### src/rtl/alu_pkg.sv
// Shared ALU definitions: operation and state encodings for the MAC result stage.
package alu_pkg;

  localparam int unsigned PROD_W = 64;

  typedef enum logic [1:0] {
    OP_LOAD = 2'b00,
    OP_ADD  = 2'b01,
    OP_SUB  = 2'b10,
    OP_LAST = 2'b11
  } op_t;

  typedef enum logic [1:0] {
    ST_IDLE  = 2'b00,
    ST_ACCUM = 2'b01,
    ST_HOLD  = 2'b10
  } state_t;

endpackage

### src/rtl/acc_addsub.sv
// Combinational add/subtract of the accumulator and a product, with carry or borrow out.
module acc_addsub #(
  parameter int unsigned WIDTH = 64
) (
  input  logic [WIDTH-1:0] a,
  input  logic [WIDTH-1:0] b,
  input  logic             sub,
  output logic [WIDTH-1:0] res,
  output logic             flag
);

  logic [WIDTH:0] wide;

  // The extra top bit is the carry on add and the borrow (b > a) on subtract.
  always_comb begin
    if (sub) begin
      wide = {1'b0, a} - {1'b0, b};
    end else begin
      wide = {1'b0, a} + {1'b0, b};
    end
    res  = wide[WIDTH-1:0];
    flag = wide[WIDTH];
  end

endmodule

### src/rtl/mac_accum.sv
// MAC result stage: folds multiplier products into an accumulator and emits the
// sum, sticky overflow and product count on a LAST operation.
module mac_accum
  import alu_pkg::*;
#(
  parameter int unsigned WIDTH = PROD_W,
  parameter int unsigned CNT_W = 8
) (
  input  logic             clk,
  input  logic             rst,
  input  logic             in_valid,
  output logic             in_ready,
  input  logic [WIDTH-1:0] P,
  input  logic [1:0]       op,
  output logic             out_valid,
  input  logic             out_ready,
  output logic [WIDTH-1:0] Z,
  output logic             ovf,
  output logic [CNT_W-1:0] cnt
);

  logic [WIDTH-1:0] acc;
  logic             acc_ovf;
  logic [CNT_W-1:0] acc_cnt;
  state_t           state;

  logic             accept;
  logic [WIDTH-1:0] sum;
  logic             flag;
  logic             ovf_next;
  logic [CNT_W-1:0] cnt_next;

  assign in_ready = !rst && (!out_valid || out_ready);
  assign accept   = in_valid && in_ready;

  acc_addsub #(.WIDTH(WIDTH)) u_addsub (
    .a    (acc),
    .b    (P),
    .sub  (op == OP_SUB),
    .res  (sum),
    .flag (flag)
  );

  // Counter saturates at all-ones so long dot products report a pinned count, not a wrapped one.
  always_comb begin
    ovf_next = acc_ovf | flag;
    if (acc_cnt == {CNT_W{1'b1}}) begin
      cnt_next = acc_cnt;
    end else begin
      cnt_next = acc_cnt + CNT_W'(1);
    end
  end

  // Accumulator, FSM and output register; a LAST overrides the output-drain clear so results stream with no bubble.
  always_ff @(posedge clk) begin
    if (rst) begin
      acc       <= '0;
      acc_ovf   <= 1'b0;
      acc_cnt   <= '0;
      state     <= ST_IDLE;
      out_valid <= 1'b0;
      Z         <= '0;
      ovf       <= 1'b0;
      cnt       <= '0;
    end else begin
      if (out_valid && out_ready) begin
        out_valid <= 1'b0;
      end
      if (accept) begin
        case (op)
          OP_LOAD: begin
            acc     <= P;
            acc_ovf <= 1'b0;
            acc_cnt <= CNT_W'(1);
            state   <= ST_ACCUM;
          end
          OP_ADD, OP_SUB: begin
            acc     <= sum;
            acc_ovf <= ovf_next;
            acc_cnt <= cnt_next;
            state   <= ST_ACCUM;
          end
          OP_LAST: begin
            Z         <= sum;
            ovf       <= ovf_next;
            cnt       <= cnt_next;
            out_valid <= 1'b1;
            acc       <= '0;
            acc_ovf   <= 1'b0;
            acc_cnt   <= '0;
            state     <= ST_HOLD;
          end
          default: begin
            state <= state;
          end
        endcase
      end else if (state == ST_HOLD && out_ready) begin
        state <= ST_IDLE;
      end else begin
        state <= state;
      end
    end
  end

endmodule
### config.mk
export PLATFORM = sky130hd
export DESIGN_NAME = mac_accum
export DESIGN_NICKNAME = d
export VERILOG_FILES = /design/src/rtl/alu_pkg.sv /design/src/rtl/acc_addsub.sv /design/src/rtl/mac_accum.sv
export SDC_FILE = /design/constraint.sdc
export NUM_CORES = 1
export LEC_CHECK = 0
export CAP_MARGIN = 20
export CORE_MARGIN = 5
export CORE_UTILIZATION = 41
export CTS_BUF_LIST = sky130_fd_sc_hd__clkbuf_8
export DETAILED_ROUTE_END_ITERATION = 12
export HOLD_SLACK_MARGIN = 0.15
export SLEW_MARGIN = 10
export SYNTH_ARGS = -nofsm -noshare
export SYNTH_HDL_FRONTEND = slang
export SYNTH_SLANG_ARGS = --single-unit
### constraint.sdc
create_clock -name clk -period 15.5 [get_ports clk]
set_input_delay 4.65 -clock clk [delete_from_list [all_inputs] [get_ports clk]]
set_output_delay 4.65 -clock clk [all_outputs]
set_load 0.02 [all_outputs]
# Yosys cells after proc, flatten, opt, wreduce, memory -nomap -nowiden
# Index checks and enable logic that the tools add are counted.
[totals] reg_bits=147 input_bits=70 out_inout_bits=75
[classes] add_sub_neg=3 eq_ne=4 mux=8 bitwise=1 reduce_logical=10
[op_table] cell="$pmux 64 s3" n=1
[op_table] cell="$add 64x64->65" n=1
[op_table] cell="$mux 65" n=1
[op_table] cell="$sub 64x64->65" n=1
[op_table] cell="$pmux 8 s3" n=1
[op_table] cell="$add 8x1->8 const B" n=1
[op_table] cell="$eq 8x8->1 const B" n=1
[op_table] cell="$mux 8" n=1
[op_table] cell="$eq 2x2->1 const B" n=2
[op_table] cell="$reduce_or 2->1" n=2
[op_table] cell="$logic_and 1x1->1" n=3
[op_table] cell="$mux 1" n=3
[op_table] cell="$eq 2x1->1 const B" n=1
[op_table] cell="$logic_not 1->1" n=2
[op_table] cell="$logic_not 2->1" n=1
[op_table] cell="$pmux 1 s2" n=1
[op_table] cell="$reduce_and 2->1" n=1
[op_table] cell="$logic_or 1x1->1" n=1
[op_table] cell="$or 1x1->1" n=1

# Longest topological paths before layout
# Gate-level depths: netlist of run 1.
[logic_depth] ltp_word=5 depth_mapped=23 mapped_depth_nobuf=22

# Hierarchy
# From an unflattened synthesis of run 1, not the netlist that was laid out.
[unflattened] cells_unflattened=1621 area_unflattened_um2=11333.4
[modules_own_cells] mod="mac_accum" instances=1 cells_per_inst=826 area_each_um2=6170.9
[modules_own_cells] mod="acc_addsub" instances=1 cells_per_inst=795 area_each_um2=5162.5

# Worst setup path after synthesis of run 1
# Ideal clock, no wire load.
[synth_timing] kind="in2out" from="in out_ready" to="out in_ready" arrival_ns=5.153 t_required_ns=10.850 path_slack_ns=5.697 stages=2 path_buffers=0 cell_sequence="nand2b_1 nor2b_1"
[synth_between] elab_chain_cells=2
[synth_rtl] element="start, declared" line="mac_accum.sv:16" rtl="input logic out_ready,"
[synth_rtl] element="$logic_or 1x1->1" line="mac_accum.sv:33" rtl="assign in_ready = !rst && (!out_valid || out_ready);"
[synth_rtl] element="$logic_and 1x1->1" line="mac_accum.sv:33"
[synth_rtl] element="end, declared" line="mac_accum.sv:12" rtl="output logic in_ready,"
# No other way between the ends.

# Final worst setup path of run 1
# Ends and elaborated chain as after synthesis.

==> out/results.tsv, run 1 <==
stage	metric	value	unit
logic_synthesis	ys_ff_latch	147	
floorplanning	initial_core_util	0.415	
logic_synthesis	ys_top_cells_by_count	188 x a21oi_1, 177 x nand2_1, 147 x dfxtp_1	
floorplanning	die_y	175	um
cts	ctsResizeCount	0	
detailed_routing	dr.pass1.iters	5	
sta	fin_tns_setup	0	ns
logic_synthesis	syn_inst	1486	
cts	cts_root_buffer	clkbuf_8	
setup_path	worstPathMaxFanout	4	
detailed_routing	first_iter_violations	940	
power	ir_drop	48.5	uV
setup_path	worstPathRequired	10.85	ns
cts	cts_tree	done	
logic_synthesis	synth_nets	1626	
sta	setup_viol	0	
placed_design	post-place-ws	4.64	ns
floorplanning	die-area	30500	um2
sta	finClkSkew	0.0192	ns
cts	clkTransAtPathRegs	0.11	ns
sta	final_max_slew_viol_count	0	
placed_design	place_hpwl	24700	um
setup_path	arrival	6.22	ns
cts	htree_levels	4	
status	status	completed	
final_layout	finalCoreUtilization	0.489	
sta	finalHoldViolCount	0	
setup_path	slowest_delay	0.68	ns
final_layout	syn_to_final_growth	17.8	%
floorplanning	num_rows	60	
global_routing	track_usage	0.218	
detailed_routing	drc_errors	0	
logic_synthesis	syn_area_per_cell	7.48	um2
detailed_routing	post_drt_wl_per_cell	17.9	um
floorplanning	die_x	175	um
logic_synthesis	synthAdderAreaFrac	0.0795	
cts	postCtsHoldBufs	0	
detailed_routing	vias	11027	
floorplanning	ios	145	
logic_synthesis	synth_edf_count	0	
logic_synthesis	synth_compound_area_frac	0.270	
setup_path	reg2regPathDepth	14	
logic_synthesis	synth_area_leaders	dfxtp_1 26%, a21oi_1 8.5%, ha_1 7.8%, xnor2_1 7.6%, nand2_1 6.0%	
setup_path	startpoint_type	primary input	
setup_path	timing.critical_path.mode_cell	clkdlybuf4s50_1	
detailed_routing	vias_per_cell	5.78	
logic_synthesis	synthSimpleGateAreaFrac	0.238	
detailed_routing	wl	34100	um
logic_synthesis	synthFlopType	dfxtp_1	
sta	rsz0062_at_grt	no	
final_layout	drive_gt1_frac	0.0428	
logic_synthesis	ys_seq_area_frac	0.265	
logic_synthesis	yosysWarnings	0	
logic_synthesis	yosysTopAreaCell	dfxtp_1	
setup_path	path_buf_inv	2	
placed_design	place_congestion	0.917	
global_routing	grt-ovfl-total	0	
cts	cts_buffers	17	
sta	worst_slack	4.63	ns
flow_run	maxCapViolations	0	
sta	fin_crit_sh	0.702	
detailed_routing	final_antenna_net_count	0	
setup_path	cpMaxStageDelayCell	clkdlybuf4s50_1	
power	p_leak	4.90	nW
cts	postCtsSetupRepairBufs	0	
min_path	worstHoldPathCells	2	
setup_path	cp_cell_sequence	clkdlybuf4s50_1 -> nand2b_1 -> nor2b_1 -> clkdlybuf4s50_1	
logic_synthesis	yosys.cell_types.count	65	
setup_path	crit_cells	4	
global_routing	grt_pass1_vias	10542	
global_routing	grt_max_degree	110	
logic_synthesis	yosys.area_share.xor_xnor	0.101	
logic_synthesis	synth_top_area_frac	0.265	
sta	worstMarginPinSlew	1.05	ns
cts	clockBufferDepth	2	
cts	clock-sinks	147	
placed_design	port_buffers	144	
sta	relSlewSlack	0.298	
final_layout	fin_nets	1694	
logic_synthesis	synth_top_family_by_area	compound AO/OA/AOI/OAI gates	
logic_synthesis	synth_area	11100	um2
power	power_per_cell_area	95.5	nW/um2
global_routing	antenna_found_initial	0	
setup_path	crit_path_end_kind	primary output	
floorplanning	core	26800	um2
sta	period_needed	10.87	ns
setup_path	cpLargestDelayFamily	buffers and inverters	
min_path	hold_class	reg2reg	
setup_path	crit_type	in2out	
global_routing	grt_pass1_wl	55700	um
sta	clock.fmax	92.0	MHz
final_layout	antenna_cells	0	
logic_synthesis	synth_most_common_cell	a21oi_1	
logic_synthesis	synth_mux_area_frac	0.00281	
cts	clock_latency	0.47	ns
logic_synthesis	async_reset_ff_frac	0	
sequential cells by signal, summed over array words and instances, names as in the netlist:
| register | count |
|---|---|
| Z | 64 |
| acc | 64 |
| acc_cnt | 8 |
| cnt | 8 |
| acc_ovf | 1 |
| out_valid | 1 |
| ovf | 1 |
stage by stage:
step,cell area (um2),std cells,power [W],hold WS [ns]
after floorplan,11100,1486,0.000770,0.444
after global placement,12700,1876,0.000912,0.442
after detailed placement,12700,1876,0.000912,0.442
after CTS,13100,1908,0.00126,0.458
after global routing,13100,1908,0.00133,0.476
final,13100,1908,0.00125,0.455
report_power, final:
group | total (W) | switching, W | leakage (nW) | internal, W
logic | 0.000491 | 0.000300 | 3.49 | 0.000190
clock network | 0.000340 | 0.000188 | 0.212 | 0.000151
registers | 0.000421 | 0.0000157 | 1.20 | 0.000405
total | 0.00125 | 0.000504 | 4.90 | 0.000746
path summary, 6_finish.rpt:
path | from | to | slack (ns)
setup reg to reg | acc[0] | acc[38] | 11.65
hold / removal | cnt[0] | cnt[0] | 0.45
hold reg to reg | cnt[0] | cnt[0] | 0.45
setup / recovery | out_ready | in_ready | 4.63
kinds of logic after synthesis:
group                    count (synthesis)
multiplexers                             3
AND/OR/NAND/NOR                        525
flip-flops                             147
AO/OA/AOI/OAI                          486
adder cells (fa/ha/maj)                 70
XOR/XNOR                               128
buffers and inverters                  127
metal layers:
metal	routed length, um	global-route usage
met5	0	0
met4	437	0.0481
met3	1900	0.0394
met2	15600	0.355
met1	16200	0.302
cell type report:
class | count | area, um2
fill | 2678 | 13700
inverter | 25 | 93.8
sequential | 147 | 2940
clock buffer | 17 | 234
timing repair buffer | 151 | 1490
multi-input combinational | 1212 | 7710
tap | 341 | 427
clock inverter | 15 | 193
cell usage in the layout, fill, tap and decap left out, types with 22 or more instances in the layout:
cell type,n
a21oi_1,188
nand2_1,175
dfxtp_1,147
clkdlybuf4s50_1,143
nor2_1,108
xnor2_1,96
o21ai_0,93
ha_1,67
nand3b_1,44
a21o_1,37
nor3_1,36
a22oi_1,36
xor2_1,32
nand2b_1,31
inv_1,25
a221oi_1,24
nand3_1,23
a31oi_1,22
tightest hold or removal path, stage by stage, from the launching register on:
cell and delay, ns:
dfxtp_1 0.32, nand2_1 0.05, a21oi_1 0.05
Power figures use the tool's default switching activity.
==> inputs of run 2 (changes only) <==
==> constraint.sdc (replaced) <==
create_clock -name clk -period 9.8 [get_ports clk]
set_input_delay 2.94 -clock clk [delete_from_list [all_inputs] [get_ports clk]]
set_output_delay 2.94 -clock clk [all_outputs]
set_load 0.02 [all_outputs]
==> out/results.tsv, run 2 (same netlist as run 1, synthesis figures left out) <==
stage	metric	value	unit	change
setup_path	regToRegStartpoint	acc[0]		
sta	final_max_slew_viol_count	0		unchanged
final_layout	fill_cells	2702		+0.90%
global_routing	track_usage	0.226		+0.00790
power	ir_drop	80.4	uV	+66%
floorplanning	die-area	30500	um2	unchanged
setup_path	cp_cell_sequence	clkdlybuf4s50_1 -> or4_4 -> or4_4 -> nor4_4 -> and3_4 -> and2_4 -> nand2_4 -> nor2_2 -> nor2_1 -> xnor2_1 -> ha_1 -> a21oi_1 -> o21ai_0 -> a221oi_1 -> nor2_1 -> a21oi_1 -> o21ai_1 -> o41a_1 -> a311oi_2 -> xor2_1 -> a21oi_1 -> nor3_1		
sta	setup_viol	0		unchanged
placed_design	place_hpwl	25900	um	+4.7%
final_layout	drive_gt1_frac	0.0428		unchanged
detailed_routing	vias	11184		+1.4%
power	p_leak	4.92	nW	+0.51%
floorplanning	die_y	175	um	unchanged
final_layout	final_common_cell	a21oi_1		
sta	fin_crit_sh	0.823		
detailed_routing	wl	35500	um	+4.1%
sta	fin_tns_setup	0	ns	unchanged
detailed_routing	final_antenna_net_count	0		unchanged
setup_path	worstPathMaxFanout	7		+3
setup_path	arrival	8.45	ns	+2.23 ns
sta	period_needed	8.06	ns	
min_path	hold_class	reg2reg		
final_layout	syn_to_final_growth	18.2	%	
setup_path	startpoint_type	primary input		
detailed_routing	dr.pass1.iters	6		+1
power	p_clk_frac	0.290		+0.019
detailed_routing	post_drt_wl_per_cell	18.6	um	+4.1%
sta	finalHoldViolCount	0		unchanged
cts	ctsResizeCount	0		unchanged
setup_path	timing.critical_path.mode_cell	a21oi_1		
flow_run	maxCapViolations	0		unchanged
placed_design	port_buffers	144		unchanged
detailed_routing	first_iter_violations	911		-3.1%
final_layout	post-route-cell-area	13100	um2	+0.32%
power	combPwrFrac	0.384		-0.008
final_layout	antenna_cells	0		unchanged
cts	clkTransAtPathRegs	0.09	ns	-0.02 ns
setup_path	r2r-end	acc[38]		
detailed_routing	drc_errors	0		unchanged
detailed_routing	vias_per_cell	5.86		+1.4%
power	power_per_cell_area	155	nW/um2	+63%
cts	clockBufferDepth	2		unchanged
floorplanning	die_x	175	um	unchanged
setup_path	path_buf_inv	1		-1
min_path	hp-start	Z[44]		
cts	htree_levels	4		unchanged
sta	finClkSkew	0.0214	ns	+0.00219 ns
setup_path	worstPathRequired	10.19	ns	-0.66 ns
final_layout	most-common-layout-cells	188 x a21oi_1, 175 x nand2_1, 147 x dfxtp_1, 143 x clkdlybuf4s50_1, 108 x nor2_1		
floorplanning	core	26800	um2	unchanged
global_routing	antenna_found_initial	0		unchanged
setup_path	slowest_delay	0.59	ns	-0.09 ns
power	p_seq_frac	0.326		-0.010
cts	clock-sinks	147		unchanged
floorplanning	initial_core_util	0.415		unchanged
power	p_sw	0.000808	W	+60%
sta	relSlewSlack	0.332		+0.0344
cts	cts_root_buffer	clkbuf_8		
global_routing	grt-ovfl-total	0		unchanged
global_routing	grt_max_degree	90		-18%
cts	postCtsHoldBufs	0		unchanged
min_path	worstHoldPathCells	2		unchanged
final_layout	fin_nets	1694		unchanged
floorplanning	ios	145		unchanged
setup_path	rrSetupSlack	5.81	ns	-5.84 ns
power	intPower	0.00123	W	+65%
status	status	completed		
cts	clock_latency	0.48	ns	about the same
setup_path	crit_path_end_kind	register		
sta	rsz0062_at_grt	no		
placed_design	place_area	12700	um2	unchanged
sta	clock.fmax	124	MHz	
placed_design	place_congestion	0.910		-0.67%
floorplanning	num_rows	60		unchanged
global_routing	grt_pass1_wl	57400	um	+3.0%
setup_path	cpMaxStageDelayCell	or4_4		
min_path	whs_endpoint	Z[44]		
global_routing	grt_pass1_vias	10793		+2.4%
sta	worstMarginPinSlew	0.993	ns	-0.0607 ns
setup_path	reg2regPathDepth	14		unchanged
setup_path	crit_type	in2reg		
setup_path	cpLargestDelayFamily	simple AND/OR/NAND/NOR gates		
final_layout	reg_top3	Z (64), acc (64)		
cts	cts_tree	done		
cts	cts_buffers	17		unchanged
cts	postCtsSetupRepairBufs	0		unchanged
power	swShare	0.396		-0.00757
## run 2: cell count changes in the layout (fill, tap and decap cells not counted)
cell,before,now
inv_8,2,4
clkinvlp_4,1,0
bufinv_16,2,4
clkinv_8,2,1
clkinv_4,3,1
## run 2: worst reg2reg max path, stage by stage (launching register included)
cell	delay (ns)
dfxtp_1	0.33
inv_1	0.05
ha_1	0.20
fa_1	0.42
nor2b_1	0.19
o2111ai_1	0.23
a21oi_1	0.31
o21bai_1	0.15
a311oi_1	0.44
nor2_1	0.18
o31ai_1	0.61
a31oi_1	0.19
xnor2_1	0.19
a221oi_1	0.30
a21oi_1	0.06
## run 2: final cells by class
| cell class | count | area (um2) | area share |
|---|---|---|---|
| Inverter | 25 | 93.8 | 0.00714 |
| Clock inverter | 15 | 234 | 0.0178 |
| Clock buffer | 17 | 234 | 0.0178 |
| Sequential cell | 147 | 2940 | 0.224 |
| Multi-Input combinational cell | 1212 | 7710 | 0.587 |
| Timing Repair Buffer | 151 | 1490 | 0.114 |
| Tap cell | 341 | 427 | 0.0325 |
## run 2: worst max path at each step
| stage | startpoint | endpoint | cells after the start |
|---|---|---|---|
| after floorplan | P[2] | ovf | 22 |
| after global placement | P[2] | acc_ovf | 22 |
| after CTS | P[2] | acc_ovf | 22 |
| after global routing | P[2] | acc_ovf | 22 |
| final | P[2] | acc_ovf | 22 |
| after detailed placement | P[2] | ovf | 22 |
## run 2: through the flow
stage / power, W / std cells / hold WS [ns] / utilization / setup WS (ns)
5_1_grt: 0.00216 / 1908 / 0.476 / 0.490 / 1.37
6_report: 0.00204 / 1908 / 0.457 / 0.490 / 1.74
3_5_place_dp: 0.00145 / 1876 / 0.447 / 0.473 / 1.36
2_1_floorplan: 0.00122 / 1486 / 0.444 / - / 2.33
4_1_cts: 0.00204 / 1908 / 0.460 / 0.490 / 1.85
3_3_place_gp: 0.00145 / 1876 / 0.443 / 0.473 / 1.46
## run 2: power groups by stage
stage	sequential [W]	combinational (W)	clock, W
6_report	0.000665	0.000784	0.000592
5_1_grt	0.000671	0.000861	0.000627
4_1_cts	0.000665	0.000777	0.000602
3_5_place_dp	0.000679	0.000772	0
3_3_place_gp	0.000678	0.000773	0
2_1_floorplan	0.000688	0.000531	0
## run 2: layer usage
metal / GRT usage / up-vias / part of all wire / routed length [um]
met2: 0.366 / 324 / 0.45 / 16100
met1: 0.321 / 5326 / 0.48 / 17100
met3: 0.0286 / 40 / 0.049 / 1740
li1: - / 5494 / - / -
met4: 0.0524 / 0 / 0.015 / 528
met5: 0 / - / 0 / 0
